`config.mk`:
```
export PLATFORM = sky130hd
export DESIGN_NAME = keycode_event_queue
export DESIGN_NICKNAME = d
export VERILOG_FILES = /design/src/rtl/keycode_event_queue.sv
export SDC_FILE = /design/constraint.sdc
export NUM_CORES = 1
export LEC_CHECK = 0
export CORE_MARGIN = 3
export CORE_UTILIZATION = 35
export CTS_BUF_LIST = sky130_fd_sc_hd__clkbuf_8
export DETAILED_ROUTE_END_ITERATION = 8
export PLACE_DENSITY_LB_ADDON = 0.25
export SLEW_MARGIN = 25
export SYNTH_ARGS = -nofsm -noshare
export SYNTH_HDL_FRONTEND = slang
export SYNTH_SLANG_ARGS = --single-unit
```
`constraint.sdc`:
```
create_clock -name clk_clk -period 3.6 [get_ports clk_clk]
set_input_delay 0.9 -clock clk_clk [delete_from_list [all_inputs] [get_ports clk_clk]]
set_output_delay 0.9 -clock clk_clk [all_outputs]
set_load 0.1 [all_outputs]
```
`src/rtl/keycode_event_queue.sv`:
```
// Keycode level-to-event converter with optional typematic repeat, feeding a show-ahead FIFO.
// Define KEYQ_REPEAT_EN to build in auto-repeat; otherwise only press events are queued.
module keycode_event_queue #(
    parameter int KEY_W        = 8,
    parameter int DEPTH        = 8,
    parameter int REPEAT_DELAY = 25_000_000,
    parameter int REPEAT_RATE  = 5_000_000
) (
    input  logic                     clk_clk,
    input  logic                     reset_reset_n,
    input  logic [KEY_W-1:0]         key_in,
    input  logic                     pop,
    input  logic                     flush,
    output logic [KEY_W-1:0]         key_out,
    output logic                     key_valid,
    output logic [$clog2(DEPTH):0]   count,
    output logic                     full,
    output logic                     overflow
);
    localparam int AW = $clog2(DEPTH);
    localparam int PW = AW + 1;

    logic [KEY_W-1:0] key_q;
    logic [KEY_W-1:0] key_prev_q;
    logic             press;
    logic             rep_push;
    logic             push;

    always_ff @(posedge clk_clk or negedge reset_reset_n) begin
        if (!reset_reset_n) begin
            key_q      <= '0;
            key_prev_q <= '0;
        end else begin
            key_q      <= key_in;
            key_prev_q <= key_q;
        end
    end

    assign press = (key_q != '0) && (key_q != key_prev_q);

`ifdef KEYQ_REPEAT_EN
    localparam int MAXC = (REPEAT_DELAY > REPEAT_RATE) ? REPEAT_DELAY : REPEAT_RATE;
    localparam int CW   = (MAXC > 1) ? $clog2(MAXC) : 1;

    logic [CW-1:0] rep_cnt_q, rep_cnt_d;
    logic          rep_ph_q, rep_ph_d;

    always_ff @(posedge clk_clk or negedge reset_reset_n) begin
        if (!reset_reset_n) begin
            rep_cnt_q <= '0;
            rep_ph_q  <= 1'b0;
        end else begin
            rep_cnt_q <= rep_cnt_d;
            rep_ph_q  <= rep_ph_d;
        end
    end

    // The terminal compare restarts the counter, so it never reaches its wrap point.
    always_comb begin
        rep_cnt_d = rep_cnt_q;
        rep_ph_d  = rep_ph_q;
        rep_push  = 1'b0;
        if (press || (key_q == '0)) begin
            rep_cnt_d = '0;
            rep_ph_d  = 1'b0;
        end else if (!rep_ph_q) begin
            if (rep_cnt_q == CW'(REPEAT_DELAY - 1)) begin
                rep_push  = 1'b1;
                rep_cnt_d = '0;
                rep_ph_d  = 1'b1;
            end else begin
                rep_cnt_d = rep_cnt_q + CW'(1);
            end
        end else begin
            if (rep_cnt_q == CW'(REPEAT_RATE - 1)) begin
                rep_push  = 1'b1;
                rep_cnt_d = '0;
            end else begin
                rep_cnt_d = rep_cnt_q + CW'(1);
            end
        end
    end
`else
    logic unused_repeat_cfg;
    assign unused_repeat_cfg = ^{REPEAT_DELAY[0], REPEAT_RATE[0]};
    assign rep_push          = 1'b0;
`endif

    assign push = press | rep_push;

    logic [KEY_W-1:0] mem [DEPTH];
    logic [PW-1:0]    wr_ptr_q, wr_ptr_d;
    logic [PW-1:0]    rd_ptr_q, rd_ptr_d;
    logic             overflow_q, overflow_d;
    logic             empty_w, full_w;
    logic             pop_ok, push_ok, wr_en;

    assign empty_w = (wr_ptr_q == rd_ptr_q);
    assign full_w  = (wr_ptr_q[AW-1:0] == rd_ptr_q[AW-1:0]) && (wr_ptr_q[AW] != rd_ptr_q[AW]);
    assign pop_ok  = pop && !empty_w;
    assign push_ok = push && (!full_w || pop_ok);

    always_comb begin
        wr_ptr_d   = wr_ptr_q;
        rd_ptr_d   = rd_ptr_q;
        overflow_d = overflow_q;
        wr_en      = 1'b0;
        if (flush) begin
            wr_ptr_d   = '0;
            rd_ptr_d   = '0;
            overflow_d = 1'b0;
        end else begin
            if (push_ok) begin
                wr_en    = 1'b1;
                wr_ptr_d = wr_ptr_q + PW'(1);
            end
            if (pop_ok) begin
                rd_ptr_d = rd_ptr_q + PW'(1);
            end
            if (push && full_w && !pop_ok) begin
                overflow_d = 1'b1;
            end
        end
    end

    always_ff @(posedge clk_clk or negedge reset_reset_n) begin
        if (!reset_reset_n) begin
            wr_ptr_q   <= '0;
            rd_ptr_q   <= '0;
            overflow_q <= 1'b0;
        end else begin
            wr_ptr_q   <= wr_ptr_d;
            rd_ptr_q   <= rd_ptr_d;
            overflow_q <= overflow_d;
        end
    end

    // Storage is deliberately left out of reset; the pointers alone define validity.
    always_ff @(posedge clk_clk) begin
        if (wr_en) begin
            mem[wr_ptr_q[AW-1:0]] <= key_q;
        end
    end

    assign key_out   = empty_w ? '0 : mem[rd_ptr_q[AW-1:0]];
    assign key_valid = !empty_w;
    assign count     = wr_ptr_q - rd_ptr_q;
    assign full      = full_w;
    assign overflow  = overflow_q;
endmodule

```
==> results.toml <==
[timing]
finalSetupViolations = 0
fmax_mhz = 304
relSlewSlack = 0.602
drv_slew = 0
worst_hold_slack_ns = 0.532
fin_worst_skew_ns = 0.0103
min_period_over_period = 0.913
finalHoldViolCount = 0
tightest_slew_ns = 0.596
grt_setup_unrepaired = "false"
fin_crit_ns = 3.29

[setup_path]
worstSetupStartpointType = "register"
cp-end-kind = "output pin"
worstSetupPathType = "register to output pin"
startpoint = "rd_ptr_q[2]"
rr_worst_depth = 7
reg2reg_from = "rd_ptr_q[2]"
critPathCapture = "key_out[0]"
slowest_delay_ns = 0.57
worstPathMaxFanout = 10
arrival_ns = 2.39
crit_required_ns = 2.70
r2r_setup_slack_ns = 1.21
slowest_stage = "dfrtp_1"
path_cells = "inv_2 > ha_1 > and4_1 > a21oi_1 > buf_12"
reg2reg_to = "mem[2][7]"

[die]
core_sq_mm = 0.00991
num_rows = 36
die_x_microns = 108
die_area_sq_mm = 0.0116
start_util = 0.365
dieHeight_microns = 108
pin_count = 27

[power_and_ir_drop]
vdd_drop_max_mv = 0.264
power_density_mw_per_mm2 = 651
p_leak_nw = 1.59

[clock_network]
post_cts_buffers = 0
htree_num_levels = 3
cts_tree = "done"
clock_sinks = 89
cts_made_buffers = 9
cts_resized = 0
clkLatencyLatePin_ns = 0.35
ctsHoldBuffers = 0
clock_path_buffers = 2
clkTransAtPathRegs_ns = 0.08
clockRootBuffer = "clkbuf_8"

[yosys]
ys_ff_latch = 89
synthFlopType = "edfxtp_1"
syn_nets = 235
synthTopCellsByArea = "edfxtp_1 (53%), dfrtp_1 (17%), mux4_2 (10%), xnor2_1 (2.9%), nand2_1 (2.2%)"
yosysWarnings = 0
synth_edf_count = 64
async_flop_share = 0.281
post-synth-top-count-cell = "edfxtp_1"
yosysUniqueCellTypes = 36
avgSynthCellArea_sq_um = 16.7
netlist.area_leader.share = 0.532
synth_commonest_cells = "edfxtp_1 (64), dfrtp_1 (25), nand2_1 (21)"
synth_top_area_cell = "edfxtp_1"
synth_cells = 217
synth_area_sq_mm = 0.00361
yosysSeqAreaShare = 0.705

[final_layout]
fin_nets = 277
fillers = 883
area_delta_synth_final_pct = 21.6
diodes = 0
drive_above_1_share = 0.250
post-route-util = 0.444

[routing]
wl_microns = 6920
postRouteAntennaNets = 0
wl_per_cell_microns = 17.4
drtPass1Iterations = 4
dr_total_vias = 1933
routed_via_density = 4.87
drc = 0
drt_iter0_markers = 116

[global_routing]
grt_overflow = 0
grt_usage = 0.130
antenna_found_initial = 0
grtUsageMet3 = 0.0234
use_met1 = 0.175
grt_pass1_wl_microns = 10800
grt_max_degree = 26
grt_util_met2 = 0.207
grt_pass1_vias = 1912
grt_busiest_layer = "met2"

[run_status]
status = "finished clean"

[placement]
gp_congestion = 0.726
place_hpwl_microns = 4550
port_buffers = 26

[run]
drv_cap = 0

[min_path]
min_from = "overflow"
hold_class = "register to register"
-- worst max-delay path: cells and delay by family (launching register included) --
kind	cells	cell delay, ns
adder cells (fa/ha/maj)	1	0.38
flip-flops	1	0.57
AND/OR/NAND/NOR	1	0.52
buffers and inverters	2	0.40
AO/OA/AOI/OAI	1	0.15
-- routing by layer --
metal  up-vias  part of all wire
met5         -                 0
li1        901                 -
met1       982              0.46
met4         0             0.015
met2        39              0.49
met3        11             0.035
-- registers in the layout, summed over array words and instances, names as in the netlist --
| signal | count |
|---|---|
| key_prev_q | 8 |
| key_q | 8 |
| mem | 64 |
| overflow | 1 |
| rd_ptr_q | 4 |
| wr_ptr_q | 4 |
-- layout make-up --
cell class | count | area, sq um | area share
Timing Repair Buffer | 38 | 463 | 0.105
Clock inverter | 7 | 63.8 | 0.0145
Tap cell | 133 | 166 | 0.0379
Inverter | 9 | 36.3 | 0.00826
Sequential cell | 89 | 2550 | 0.580
Multi-Input combinational cell | 112 | 995 | 0.226
Clock buffer | 9 | 124 | 0.0282
-- worst min-delay path by stage --
stage	slack (ns)	cells after the start	endpoint
2_1_floorplan	0.51	0	key_prev_q[0]
3_3_place_gp	0.50	2	overflow
3_5_place_dp	0.49	2	overflow
4_1_cts	0.54	2	overflow
5_1_grt	0.58	2	overflow
6_report	0.53	2	overflow
-- metrics by stage --
stage	std cells	instance area [sq um]	total power [mW]	TNS [ns]	setup slack, ns
after global placement	381	4210	2.24	0	0.731
after detailed placement	381	4210	2.25	0	0.634
after floorplan	217	3620	1.90	-1.56	-0.195
final	397	4400	2.86	0	0.314
after CTS	397	4400	2.89	0	0.247
after global routing	397	4400	2.97	0	0.159
-- power by group --
group,switching (mW),internal [mW],leakage [nW]
sequential,0.0319,1.14,0.890
clock,0.338,0.315,0.102
combinational,0.665,0.374,0.596
total,1.03,1.83,1.59
-- layout by cell type (no fill, tap or decap), types with 2 or more instances in the layout --
| master | instances |
|---|---|
| edfxtp_1 | 64 |
| dfrtp_1 | 25 |
| nand2_1 | 21 |
| mux4_2 | 16 |
| buf_4 | 15 |
| buf_12 | 12 |
| xnor2_1 | 11 |
| clkdlybuf4s50_1 | 11 |
| a21oi_1 | 10 |
| nor2_1 | 10 |
| inv_1 | 9 |
| clkbuf_8 | 9 |
| nor4_1 | 6 |
| ha_1 | 5 |
| nor3_1 | 4 |
| nand2b_1 | 3 |
| xor2_1 | 3 |
| nand3_1 | 2 |
| nand4_1 | 2 |
| mux2i_1 | 2 |
| nand3_2 | 2 |
| and3_1 | 2 |
| clkinv_2 | 2 |
-- cells by family after synthesis --
family / after synthesis / synth area share
flip-flops: 89 / 0.705
buffers and inverters: 16 / 0.0222
adder cells (fa/ha/maj): 6 / 0.0228
multiplexers: 19 / 0.108
AND/OR/NAND/NOR: 58 / 0.0841
AO/OA/AOI/OAI: 14 / 0.0215
XOR/XNOR: 15 / 0.0363
(Power assumes the default switching activity.)
